[src/rtl/fpu_ss_mem_buffer.sv]
// Metadata FIFO for FPU-subsystem loads/stores offloaded over the memory interface.
// Each entry is {we, rd[4:0]}. The head is read straight from storage, so there is no fall-through path.
module fpu_ss_mem_buffer #(
    parameter int DEPTH  = 4,
    parameter int DATA_W = 6
) (
    input  logic                       clk_i,
    input  logic                       rst_i,
    input  logic                       flush_i,
    input  logic                       push_valid_i,
    output logic                       push_ready_o,
    input  logic [DATA_W-1:0]          push_i,
    output logic                       pop_valid_o,
    input  logic                       pop_ready_i,
    output logic [DATA_W-1:0]          pop_o,
    output logic [$clog2(DEPTH+1)-1:0] usage_o,
    output logic                       full_o,
    output logic                       empty_o,
    output logic                       overflow_o,
    output logic                       underflow_o
);
    localparam int PTR_W = (DEPTH > 1) ? $clog2(DEPTH) : 1;
    localparam int USE_W = $clog2(DEPTH+1);
    localparam logic [PTR_W-1:0] LAST_PTR = PTR_W'(DEPTH-1);
    localparam logic [USE_W-1:0] FULL_CNT = USE_W'(DEPTH);

    logic [DATA_W-1:0] mem [DEPTH];
    logic [PTR_W-1:0]  wr_ptr, rd_ptr;
    logic [USE_W-1:0]  usage;
    logic              push_fire, pop_fire;

    assign usage_o      = usage;
    assign full_o       = (usage == FULL_CNT);
    assign empty_o      = (usage == '0);
    assign push_ready_o = ~full_o;
    assign pop_valid_o  = ~empty_o;
    assign push_fire    = push_valid_i & push_ready_o;
    assign pop_fire     = pop_valid_o & pop_ready_i;
    assign pop_o        = empty_o ? '0 : mem[rd_ptr];

    always_ff @(posedge clk_i or posedge rst_i) begin
        if (rst_i) begin
            wr_ptr      <= '0;
            rd_ptr      <= '0;
            usage       <= '0;
            overflow_o  <= 1'b0;
            underflow_o <= 1'b0;
        end else begin
            // Error flags are sticky across flush; only reset clears them.
            if (push_valid_i & full_o) overflow_o  <= 1'b1;
            if (pop_ready_i & empty_o) underflow_o <= 1'b1;
            if (flush_i) begin
                wr_ptr <= '0;
                rd_ptr <= '0;
                usage  <= '0;
            end else begin
                if (push_fire) wr_ptr <= (wr_ptr == LAST_PTR) ? '0 : wr_ptr + 1'b1;
                if (pop_fire)  rd_ptr <= (rd_ptr == LAST_PTR) ? '0 : rd_ptr + 1'b1;
                case ({push_fire, pop_fire})
                    2'b10:   usage <= usage + 1'b1;
                    2'b01:   usage <= usage - 1'b1;
                    default: usage <= usage;
                endcase
            end
        end
    end

    // Storage carries no reset; contents are only observable through a valid head.
    always_ff @(posedge clk_i) begin
        if (push_fire && !flush_i) mem[wr_ptr] <= push_i;
    end

endmodule
[config.mk]
export PLATFORM = sky130hd
export DESIGN_NAME = fpu_ss_mem_buffer
export DESIGN_NICKNAME = d
export VERILOG_FILES = /design/src/rtl/fpu_ss_mem_buffer.sv
export SDC_FILE = /design/constraint.sdc
export NUM_CORES = 1
export LEC_CHECK = 0
export ABC_CLOCK_PERIOD_IN_PS = 2600
export BUFFER_PORTS_ARGS = -buffer_cell sky130_fd_sc_hd__buf_2
export CAP_MARGIN = 20
export CORE_MARGIN = 1.5
export CORE_UTILIZATION = 54
export CTS_CLUSTER_DIAMETER = 200
export CTS_CLUSTER_SIZE = 30
export DETAILED_ROUTE_END_ITERATION = 16
export PLACE_DENSITY = 0.77
export SYNTH_ARGS = -nofsm -noshare
export SYNTH_HDL_FRONTEND = slang
export SYNTH_SLANG_ARGS = --single-unit
export TNS_END_PERCENT = 30
[constraint.sdc]
create_clock -name clk_i -period 2.6 [get_ports clk_i]
set_input_delay 0.52 -clock clk_i [delete_from_list [all_inputs] [get_ports clk_i]]
set_output_delay 0.52 -clock clk_i [all_outputs]
set_load 0.1 [all_outputs]
==> PnR_summary.wiki, run 1 <==
{| class="wikitable"
! Metric !! Value
|-
| Number of nets in the final layout || 151
|-
| Share of post-route cells with drive strength above 1 || 42.2%
|-
| Accumulated negative setup slack || 0 ps
|-
| Top cells by count, synth || edfxtp_1 (24), dfrtp_1 (9), inv_1 (7), mux4_2 (6), nor2b_1 (6)
|-
| Reg-to-reg critical path endpoint || usage_o[2]
|-
| Nature of the critical path endpoint || flop
|-
| Antenna violations before repair || 0
|-
| Cell with the most instances after synthesis || edfxtp_1
|-
| Cell family with the largest share of critical-path delay || simple AND/OR/NAND/NOR gates
|-
| Required time worst endpoint || 2860 ps
|-
| Number of buffers between clock root and the deepest sink || 2
|-
| Adder and majority gate portion of the synthesized area || 5.41%
|-
| Status || completed
|-
| Area added between synthesis and finish || 18.3%
|-
| Crit path cell chain || o31ai_1, nor2_1, fa_1, nand2b_1, or4_1, a31oi_1
|-
| Nature of the critical path startpoint || flop
|-
| Area leader, netlist || edfxtp_1
|-
| Xor-xnor portion of the synthesized cell area || 0.574%
|-
| DIE WIDTH || 56.2 µm
|-
| Max capacitance violation total || 0
|-
| Setup slack of the worst register-to-register path || 200 ps
|-
| Routed via count divided by cell count || 5.61
|-
| Final period util || 92.4%
|-
| Core occupancy in the finished layout || 66.6%
|-
| Via count of the first global-routing pass || 979
|-
| Count of synthesis-stage warnings from yosys || 0
|-
| Clk root buf || clkbuf_4
|-
| Clock buffer count from CTS || 5
|-
| Combined area of all synthesized cells || 1530 µm²
|-
| Remaining max-slew budget at the tightest pin || 65.2%
|-
| Number of cells traversed by the worst register-to-register path || 6
|-
| Final Hold Violating Endpoints || 0
|-
| Sequential-to-total area share from yosys stat || 62.0%
|-
| Via count || 932
|-
| Detailed-router iteration count before antenna repair || 4
|-
| Placed cell areas || 1700 µm²
|-
| Mapped Avg Cell Area || 14.3 µm²
|-
| Die area || 3150 µm²
|-
| Setup repair after global routing missed its margin || false
|-
| Startpoint of the worst-slack reg-to-reg timing path || usage_o[0]
|-
| CP max stage delay || 560 ps
|-
| Buffers plus inverters on the worst setup path || 0
|-
| Number of buffers added on ports || 25
|-
| Timing-limited maximum frequency || 416 MHz
|-
| Number of hold-repair buffers added at the cts stage || 0
|-
| CTS tree || built
|-
| Clock Sinks || 33
|-
| Clock period minus worst slack || 2400 ps
|-
| Number of diodes added for antenna fixing || 0
|-
| Reported leakage power || 0.707 nW
|-
| Starting density of the core || 56.3%
|-
| Final setup margin || 198 ps
|-
| Sum of overflow across all layers after global routing || 0
|-
| Final setup fails || 0
|-
| Power density over the cells || 899 nW/µm²
|-
| Number of nets with antenna violations after routing || 0
|-
| CP arrival || 2660 ps
|-
| Number of placement rows || 19
|-
| DP Wirelength || 2.01 mm
|-
| Final Wtd Congestion || 0.684
|-
| Top_reg_cell synth || edfxtp_1
|-
| GRT Total Usage || 20.0%
|-
| Post-route standard cell area excluding fillers || 1810 µm²
|-
| Clock slew at the register clock pins of the worst setup and hold paths || 100 ps
|-
| Die Height || 56.2 µm
|-
| Transition time of the tightest slew-check pin || 517 ps
|-
| Post-route DRC || 0
|-
| Largest driver fanout on the critical path || 10
|-
| First-pass GRT wire length || 4.64 mm
|-
| Compound-gate portion of the synthesized area || 7.05%
|-
| Proportion of register bits with asynchronous set or reset after synthesis || 27.3%
|-
| Total core area || 2710 µm²
|-
| CTS H-tree lvls || 2
|-
| Synthesized netlist net count || 124
|-
| Minimum setup slack after placement || 240 ps
|-
| Number of flops mapped to enable cells by yosys || 24
|-
| Combinational family with the most area after synthesis || simple AND/OR/NAND/NOR gates
|-
| Register bit total from synthesis || 33
|-
| Synthesized-area fraction occupied by and/or/nand/nor cells || 11.0%
|-
| Max-slew violations || 0
|-
| Clock insertion delay at the later pin of the skew report || 330 ps
|-
| Setup CP Type || reg2reg
|-
| Average detailed-routed wire length per instance || 16.2 µm
|-
| 1st-iter DRT viols || 12
|-
| Largest net degree at the start of global routing || 12
|-
| Total Wirelength || 2.70 mm
|-
| Number of library cell types mapped by synthesis || 36
|-
| Multiplexer fraction of the synthesized cell area || 10.2%
|-
| Slowest CP cell || dfrtp_4
|-
| Cells taking the most area after synthesis || edfxtp_1 (47%), dfrtp_1 (15%), mux4_2 (8.9%)
|-
| Synthesized instance count || 107
|-
| Peak supply drop || 0.869 mV
|-
| Synth top area share || 47.2%
|-
| Type of the worst min-delay path || in2async
|-
| I/O Pins || 26
|-
| Worst clock skew || 7.32 ps
|}
-- cell usage in the layout (no fill, tap or decap), drive strengths merged, types with 4 or more instances in the layout --
cell    instances
mux4            6
dfrtp           9
edfxtp         24
clkbuf          5
a21oi           4
inv             7
buf            26
nand2           4
nor2            5
nor2b           6
ha              5
and2            4
-- worst register-to-register path, cell delays in order (launching register included) --
cell      delay (ps)
dfrtp_4          560
o31ai_1          510
nor2_1           120
fa_1             400
nand2b_1         170
or4_1            410
a31oi_1          170
-- repair_timing --
| action | CTS | global route |
|---|---|---|
| setup endpoints to repair | 0 | 3 |
| buffers inserted | 0 | 0 |
| endpoints found under the hold margin | 0 | 0 |
| resized for setup | 0 | 1 |
-- stage by stage --
step	power, W	std cells	hold WS, ps
global placement	0.00116	158	434
CTS	0.00163	166	146
detailed placement	0.00117	158	444
finish	0.00162	166	139
global route	0.00169	166	157
floorplan	0.00108	107	348
-- power breakdown --
group          leakage [nW]  switching [W]  internal, W  total, W
logic                 0.326       0.000406     0.000113  0.000518
clock network        0.0552       0.000171     0.000298  0.000469
registers             0.326      0.0000381     0.000598  0.000636
-- how the worst max path moves through the flow --
stage                           from     endpoint  slack [ps]  cells after the start
after floorplan           usage_o[0]  pop_valid_o        -640                      3
after global placement    usage_o[0]   usage_o[2]         330                      6
after detailed placement  usage_o[0]   usage_o[2]         240                      6
after CTS                  rd_ptr[0]     pop_o[4]          60                      3
after global routing      usage_o[0]   usage_o[2]           4                      6
final                     usage_o[0]   usage_o[2]         200                      6
-- routing by layer --
metal / share of wire (%) / routed length, µm / global-route usage (%)
met4: 2.0 / 54 / 6.46
met1: 41 / 1100 / 24.7
met3: 3.8 / 102 / 4.88
met2: 53 / 1440 / 34.6
met5: 0 / 0 / 0
-- cell families after synthesis --
family                   after synthesis
flip-flops                            33
AND/OR/NAND/NOR                       29
AO/OA/AOI/OAI                         16
buffers and inverters                 14
multiplexers                           8
adder cells (fa/ha/maj)                6
XOR/XNOR                               1
-- cell type report --
| class | instances | area [µm²] |
|---|---|---|
| Clock inverter | 3 | 65.1 |
| Sequential cell | 33 | 953 |
| Multi-Input combinational cell | 60 | 544 |
| Inverter | 8 | 33.8 |
| Timing Repair Buffer | 26 | 133 |
| Clock buffer | 5 | 37.5 |
| Tap cell | 31 | 38.8 |
| Fill cell | 202 | 905 |
-- state kept, by name (all words and copies together), names as in the netlist --
name and count:
rd_ptr 2, wr_ptr 2, underflow_o 1, usage_o 3, mem 24, overflow_o 1
Power figures use the tool's default switching activity.
==> run 2: changes to the inputs <==
- ABC_AREA: not set -> 1
- ABC_CLOCK_PERIOD_IN_PS: 2600 -> not set
==> run 2 against run 1 <==
Compared with the run above: area after synthesis grew 0.90%; sequential share of layout area decreased by 2.2 points; via count grew 16%; highest routed layer unchanged; cell count up 24%; worst setup slack got worse by 60 ps; largest cell class unchanged; sequential cell count unchanged; clock skew down 2.4 ps; synthesized cell count grew 33%; die area is 0.86% higher; first-iteration DRC count grew to 5.6 times the previous value; core utilization is 2.7 points higher; routed wire length up 16%.
==> PnR_summary.wiki, run 2 <==
{| class="wikitable"
! Metric !! Value
|-
| Timing-limited maximum frequency || 406 MHz (-2.4%)
|-
| CTS tree || built
|-
| Post-route DRC || 0 (unchanged)
|-
| Number of placement rows || 19 (unchanged)
|-
| Leading cell types in the layout, fill and taps excluded || nor2_1 (28), edfxtp_1 (24), buf_2 (19), inv_1 (15), o21ai_0 (15)
|-
| Status || completed
|-
| 1st-iter DRT viols || 67 (+55)
|-
| Startpoint of the worst-slack reg-to-reg timing path || usage_o[1]
|-
| Final setup fails || 0 (unchanged)
|-
| WHS || 137 ps (-1.68 ps)
|-
| Clock insertion delay at the later pin of the skew report || 330 ps (about the same)
|-
| Largest Register || mem
|-
| Number of buffers between clock root and the deepest sink || 2 (unchanged)
|-
| Max-slew violations || 0 (unchanged)
|-
| Clock buffer count from CTS || 5 (unchanged)
|-
| CP arrival || 1940 ps (-720 ps)
|-
| I/O Pins || 26 (unchanged)
|-
| Synthesized netlist net count || 159 (+28%)
|-
| Minimum setup slack after placement || 333 ps (+92.9 ps)
|-
| Area leader, netlist || edfxtp_1
|-
| Top cells by count, synth || nor2_1 (28), edfxtp_1 (24), inv_1 (16), o21ai_0 (15), nand2_1 (13)
|-
| Clk root buf || clkbuf_4
|-
| Proportion of register bits with asynchronous set or reset after synthesis || 27.3% (unchanged)
|-
| Cell with the most instances after synthesis || nor2_1
|-
| Number of flops mapped to enable cells by yosys || 24 (unchanged)
|-
| Final setup margin || 138 ps (-59.6 ps)
|-
| Worst clock skew || 4.89 ps (-2.43 ps)
|-
| Area used by multi-input combinational logic || 598 µm² (+9.9%)
|-
| Clock period minus worst slack || 2460 ps (+59.6 ps)
|-
| DP Wirelength || 2.32 mm (+16%)
|-
| Reg area || 958 µm² (+0.52%)
|-
| Synthesized instance count || 142 (+33%)
|-
| Final period util || 94.7% (+2.3 points)
|-
| Cells taking the most area after synthesis || edfxtp_1 (47%), dfrtp_1 (15%), nor2_1 (6.8%)
|-
| Worst setup path startpoint || usage_o[1]
|-
| Starting density of the core || 56.3% (about the same)
|-
| Leading cell type in the layout, fill and taps excluded || nor2_1
|-
| Remaining max-slew budget at the tightest pin || 55.0% (-10 points)
|-
| Largest net degree at the start of global routing || 16 (+4)
|-
| Nature of the critical path endpoint || output pin
|-
| Via count of the first global-routing pass || 1149 (+17%)
|-
| Via count || 1084 (+16%)
|-
| GRT Total Usage || 22.0% (+2.0 points)
|-
| Final Hold Violating Endpoints || 0 (unchanged)
|-
| Clock slew at the register clock pins of the worst setup and hold paths || 100 ps (about the same)
|-
| Number of cells traversed by the worst register-to-register path || 11 (+5)
|-
| Nature of the critical path startpoint || flop
|-
| Number of nets with antenna violations after routing || 0 (unchanged)
|-
| Accumulated negative setup slack || 0 ps (unchanged)
|-
| Detailed-router iteration count before antenna repair || 5 (+1)
|-
| Sequential-to-total area share from yosys stat || 61.4% (-0.55 points)
|-
| Required time worst endpoint || 2080 ps (-780 ps)
|-
| Fill cell instance count of the final layout || 198 (-2.0%)
|-
| Transition time of the tightest slew-check pin || 672 ps (+155 ps)
|-
| Setup slack of the worst register-to-register path || 580 ps (+380 ps)
|-
| Reg-to-reg critical path endpoint || usage_o[2]
|-
| Setup repair after global routing missed its margin || false
|-
| Number of buffers added on ports || 25 (unchanged)
|-
| Sum of overflow across all layers after global routing || 0 (unchanged)
|-
| Top_reg_cell synth || edfxtp_1
|-
| Max capacitance violation total || 0 (unchanged)
|-
| Number of nets in the final layout || 191 (+26%)
|-
| Count of synthesis-stage warnings from yosys || 0 (unchanged)
|-
| Total core area || 2730 µm² (+0.88%)
|-
| Largest driver fanout on the critical path || 7 (-3)
|-
| Max reg flops || 24 (unchanged)
|-
| Type of the worst min-delay path || in2async
|-
| Final Wtd Congestion || 0.716 (+4.6%)
|-
| DIE WIDTH || 56.4 µm (+0.43%)
|-
| Clock Sinks || 33 (unchanged)
|-
| Die Height || 56.4 µm (+0.43%)
|-
| Combined area of all synthesized cells || 1540 µm² (+0.90%)
|-
| Number of buffers inserted by post-CTS setup repair || 0 (unchanged)
|-
| Register bit total from synthesis || 33 (unchanged)
|-
| Area added between synthesis and finish || 23.1%
|-
| Die area || 3180 µm² (+0.86%)
|-
| First-pass GRT wire length || 5.14 mm (+11%)
|-
| Total Wirelength || 3.14 mm (+16%)
|-
| Critical Path End || empty_o
|-
| Routed via count divided by cell count || 5.26 (-6.3%)
|-
| Average detailed-routed wire length per instance || 15.2 µm (-6.2%)
|-
| Setup CP Type || reg2out
|-
| Share of post-route cells with drive strength above 1 || 31.4% (-11 points)
|-
| Number of diodes added for antenna fixing || 0 (unchanged)
|-
| Synth top area share || 46.8% (-0.42 points)
|-
| CTS H-tree lvls || 2 (unchanged)
|-
| Mapped Avg Cell Area || 10.8 µm² (-24%)
|-
| Antenna violations before repair || 0 (unchanged)
|-
| Number of library cell types mapped by synthesis || 22 (-39%)
|}
==> run 2: changes by cell type in the layout (fill, tap and decap cells not counted), moves of 7 or more <==
| cell | delta |
|---|---|
| a21oi_4 | +7 |
| buf_4 | +7 |
| inv_1 | +9 |
| nand2_1 | +10 |
| nor2_1 | +24 |
| o21ai_0 | +13 |
==> run 2: worst min-delay path by stage <==
| stage | cells past startpoint | start | end | slack, ps |
|---|---|---|---|---|
| detailed placement | 1 | overflow_o | overflow_o | 470 |
| floorplan | 1 | rst_i | overflow_o | 350 |
| global placement | 1 | underflow_o | underflow_o | 450 |
| CTS | 2 | rst_i | wr_ptr[1] | 150 |
| global route | 2 | rst_i | wr_ptr[1] | 160 |
| finish | 2 | rst_i | wr_ptr[1] | 140 |
==> run 2: per-stage QoR <==
| step | cell area [µm²] | util (%) | instances |
|---|---|---|---|
| finish | 1900 | 69.3 | 206 |
| global route | 1900 | 69.3 | 206 |
| CTS | 1890 | 69.3 | 206 |
| detailed placement | 1800 | 66.0 | 198 |
| global placement | 1800 | 66.0 | 198 |
| floorplan | 1630 | - | 142 |
==> run 2: layout make-up <==
cell class,count,share of cell area (%)
well taps,31,2.05
flip-flops and latches,33,50.6
multi-input cells,90,31.6
clock buffers,6,2.18
clock inverters,2,1.78
inverters,17,3.70
repair buffers,27,8.18
==> run 2: worst max-delay path, cell delays in order (launching register included) <==
cell and delay (ps):
dfrtp_4 520, nor2_4 260, nand2_8 90, clkinvlp_4 250
buf_2 490
==> run 2: layer usage <==
layer,vias to the layer above,part of all wire [%],global-route usage [%]
met5,-,0,0
met4,0,0.76,8.16
met3,4,2.6,4.84
met2,23,54,38.7
met1,520,43,26.5
li1,537,-,-
==> run 2: cells by family (layout without fill, tap and decap cells) <==
family	Yosys count	after routing	share of synthesized area [%]
adder cells (fa/ha/maj)	6	6	5.36
XOR/XNOR	1	1	0.569
buffers and inverters	19	52	4.71
AO/OA/AOI/OAI	26	26	9.59
flip-flops	33	33	61.4
AND/OR/NAND/NOR	57	57	18.4
==> run 2: what timing repair did <==
item,CTS,global route
gates resized for setup,6,1
hold buffers,0,0
setup endpoints to repair,6,6
pin swaps,0,0
Power of run 2 is not shown: default switching activity piles up to over one toggle a cycle in this logic, so the estimate is an artifact.
==> run 3: changes to the inputs <==
- BUFFER_PORTS_ARGS: -buffer_cell sky130_fd_sc_hd__buf_2 -> -buffer_cell sky130_fd_sc_hd__buf_4
==> run 3 against run 2 <==
Compared with the run above: worst hold slack gained 12 ps; critical path depth is the same; sequential cell count is the same; die area is the same.
==> PnR_summary.wiki, run 3 (synthesis gave the netlist of run 2 again) <==
{| class="wikitable"
! Metric !! Value
|-
| GRT Total Usage || 21.9% (-0.077 points)
|-
| Leading cell type in the layout, fill and taps excluded || nor2_1
|-
| Required time worst endpoint || 2080 ps (about the same)
|-
| Status || completed
|-
| Nature of the critical path endpoint || output pin
|-
| Timing-limited maximum frequency || 418 MHz (+2.8%)
|-
| Startpoint of the worst-slack reg-to-reg timing path || usage_o[1]
|-
| Share of post-route cells with drive strength above 1 || 32.0% (+0.57 points)
|-
| Number of nets in the final layout || 191 (unchanged)
|-
| 1st-iter DRT viols || 41 (-39%)
|-
| Remaining max-slew budget at the tightest pin || 54.9% (-0.13 points)
|-
| Via count || 1078 (-0.55%)
|-
| Largest Register || mem
|-
| Number of buffers between clock root and the deepest sink || 2 (unchanged)
|-
| Nature of the critical path startpoint || flop
|-
| CTS H-tree lvls || 2 (unchanged)
|-
| First-pass GRT wire length || 5.05 mm (-1.8%)
|-
| Clock buffer count from CTS || 5 (unchanged)
|-
| Clock slew at the register clock pins of the worst setup and hold paths || 100 ps (about the same)
|-
| Total Wirelength || 3.03 mm (-3.6%)
|-
| Average detailed-routed wire length per instance || 14.7 µm (-3.6%)
|-
| Final setup fails || 0 (unchanged)
|-
| Transition time of the tightest slew-check pin || 674 ps (+1.93 ps)
|-
| Number of buffers inserted by post-CTS setup repair || 0 (unchanged)
|-
| Largest driver fanout on the critical path || 13 (+6)
|-
| Setup CP Type || reg2out
|-
| Accumulated negative setup slack || 0 ps (unchanged)
|-
| Number of hold-repair buffers added at the cts stage || 0 (unchanged)
|-
| CTS tree || built
|-
| Clock period minus worst slack || 2390 ps (-67.0 ps)
|-
| Max reg flops || 24 (unchanged)
|-
| Leading cell types in the layout, fill and taps excluded || nor2_1 (28), buf_4 (27), edfxtp_1 (24), inv_1 (15), o21ai_0 (15)
|-
| I/O Pins || 26 (unchanged)
|-
| Reg area || 957 µm² (-0.13%)
|-
| Number of placement rows || 19 (unchanged)
|-
| Worst clock skew || 3.88 ps (-1.01 ps)
|-
| Max capacitance violation total || 0 (unchanged)
|-
| Setup repair after global routing missed its margin || false
|-
| DP Wirelength || 2.22 mm (-4.4%)
|-
| Clk root buf || clkbuf_4
|-
| DIE WIDTH || 56.4 µm (unchanged)
|-
| Routed via count divided by cell count || 5.23 (-0.55%)
|-
| Detailed-router iteration count before antenna repair || 4 (-1)
|-
| Post-route standard cell area excluding fillers || 1920 µm² (+1.4%)
|-
| Type of the worst min-delay path || in2async
|-
| Max-slew violations || 0 (unchanged)
|-
| Final Hold Violating Endpoints || 0 (unchanged)
|-
| Fill cell instance count of the final layout || 193 (-2.5%)
|-
| Post-cts resize count || 0 (-6)
|-
| Area added between synthesis and finish || 24.8%
|-
| Final setup margin || 205 ps (+67.0 ps)
|-
| Die area || 3180 µm² (unchanged)
|-
| Minimum setup slack after placement || 562 ps (+229 ps)
|-
| Largest net degree at the start of global routing || 14 (-2)
|-
| Number of nets with antenna violations after routing || 0 (unchanged)
|-
| Antenna violations before repair || 0 (unchanged)
|-
| Via count of the first global-routing pass || 1069 (-7.0%)
|-
| Clock insertion delay at the later pin of the skew report || 330 ps (about the same)
|-
| CP arrival || 1870 ps (-70 ps)
|-
| Number of buffers added on ports || 25 (unchanged)
|-
| Clock Sinks || 33 (unchanged)
|-
| Setup slack of the worst register-to-register path || 610 ps (+30 ps)
|-
| Core occupancy in the finished layout || 70.3% (+0.96 points)
|-
| Number of diodes added for antenna fixing || 0 (unchanged)
|-
| Post-route DRC || 0 (unchanged)
|-
| Final period util || 92.1% (-2.6 points)
|-
| Final Wtd Congestion || 0.776 (+8.3%)
|-
| Starting density of the core || 56.3% (unchanged)
|-
| Sum of overflow across all layers after global routing || 0 (unchanged)
|-
| Die Height || 56.4 µm (unchanged)
|-
| Placed cell areas || 1870 µm² (+3.5%)
|-
| Area used by multi-input combinational logic || 598 µm² (unchanged)
|-
| Number of cells traversed by the worst register-to-register path || 11 (unchanged)
|-
| Reg-to-reg critical path endpoint || usage_o[2]
|-
| Total core area || 2730 µm² (unchanged)
|}
run 3: cell types whose count changed in the layout (fill, tap and decap cells not counted), sizes merged:
cell      change
bufinv        -1
clkbuf        -1
clkinvlp      +1
clkinv        +1
run 3: final cells by class:
class / instances / area share (%)
clock buffers: 5 / 1.95
flip-flops and latches: 33 / 49.8
inverters: 17 / 3.65
clock inverters: 3 / 0.911
repair buffers: 27 / 10.5
multi-input cells: 90 / 31.1
well taps: 31 / 2.02
run 3: stage by stage:
step,hold WS (ps),std cells
finish,149,206
detailed placement,469,198
floorplan,348,142
global placement,465,198
CTS,146,206
global route,163,206
run 3: layer usage:
layer | GRT usage [%] | share of wire, % | vias to the layer above
li1 | - | - | 538
met5 | 0 | 0 | -
met1 | 28.1 | 43 | 515
met2 | 35.1 | 52 | 21
met3 | 6.91 | 3.2 | 4
met4 | 8.16 | 1.3 | 0
run 3: how the worst max path moves through the flow:
| stage | slack, ps | from | end |
|---|---|---|---|
| after floorplan | -310 | usage_o[1] | pop_o[0] |
| final | 210 | rd_ptr[0] | pop_o[5] |
| after global placement | 570 | rd_ptr[0] | pop_o[2] |
| after CTS | 180 | rd_ptr[0] | pop_o[5] |
| after detailed placement | 560 | rd_ptr[0] | pop_o[5] |
| after global routing | 70 | rd_ptr[0] | pop_o[5] |
run 3: critical path: stages (launching register included):
cell and delay (ps):
dfrtp_1 510, inv_1 300, o21ai_0 230, a21oi_4 190, buf_4 310
Power of run 3 is left out for the same reason.
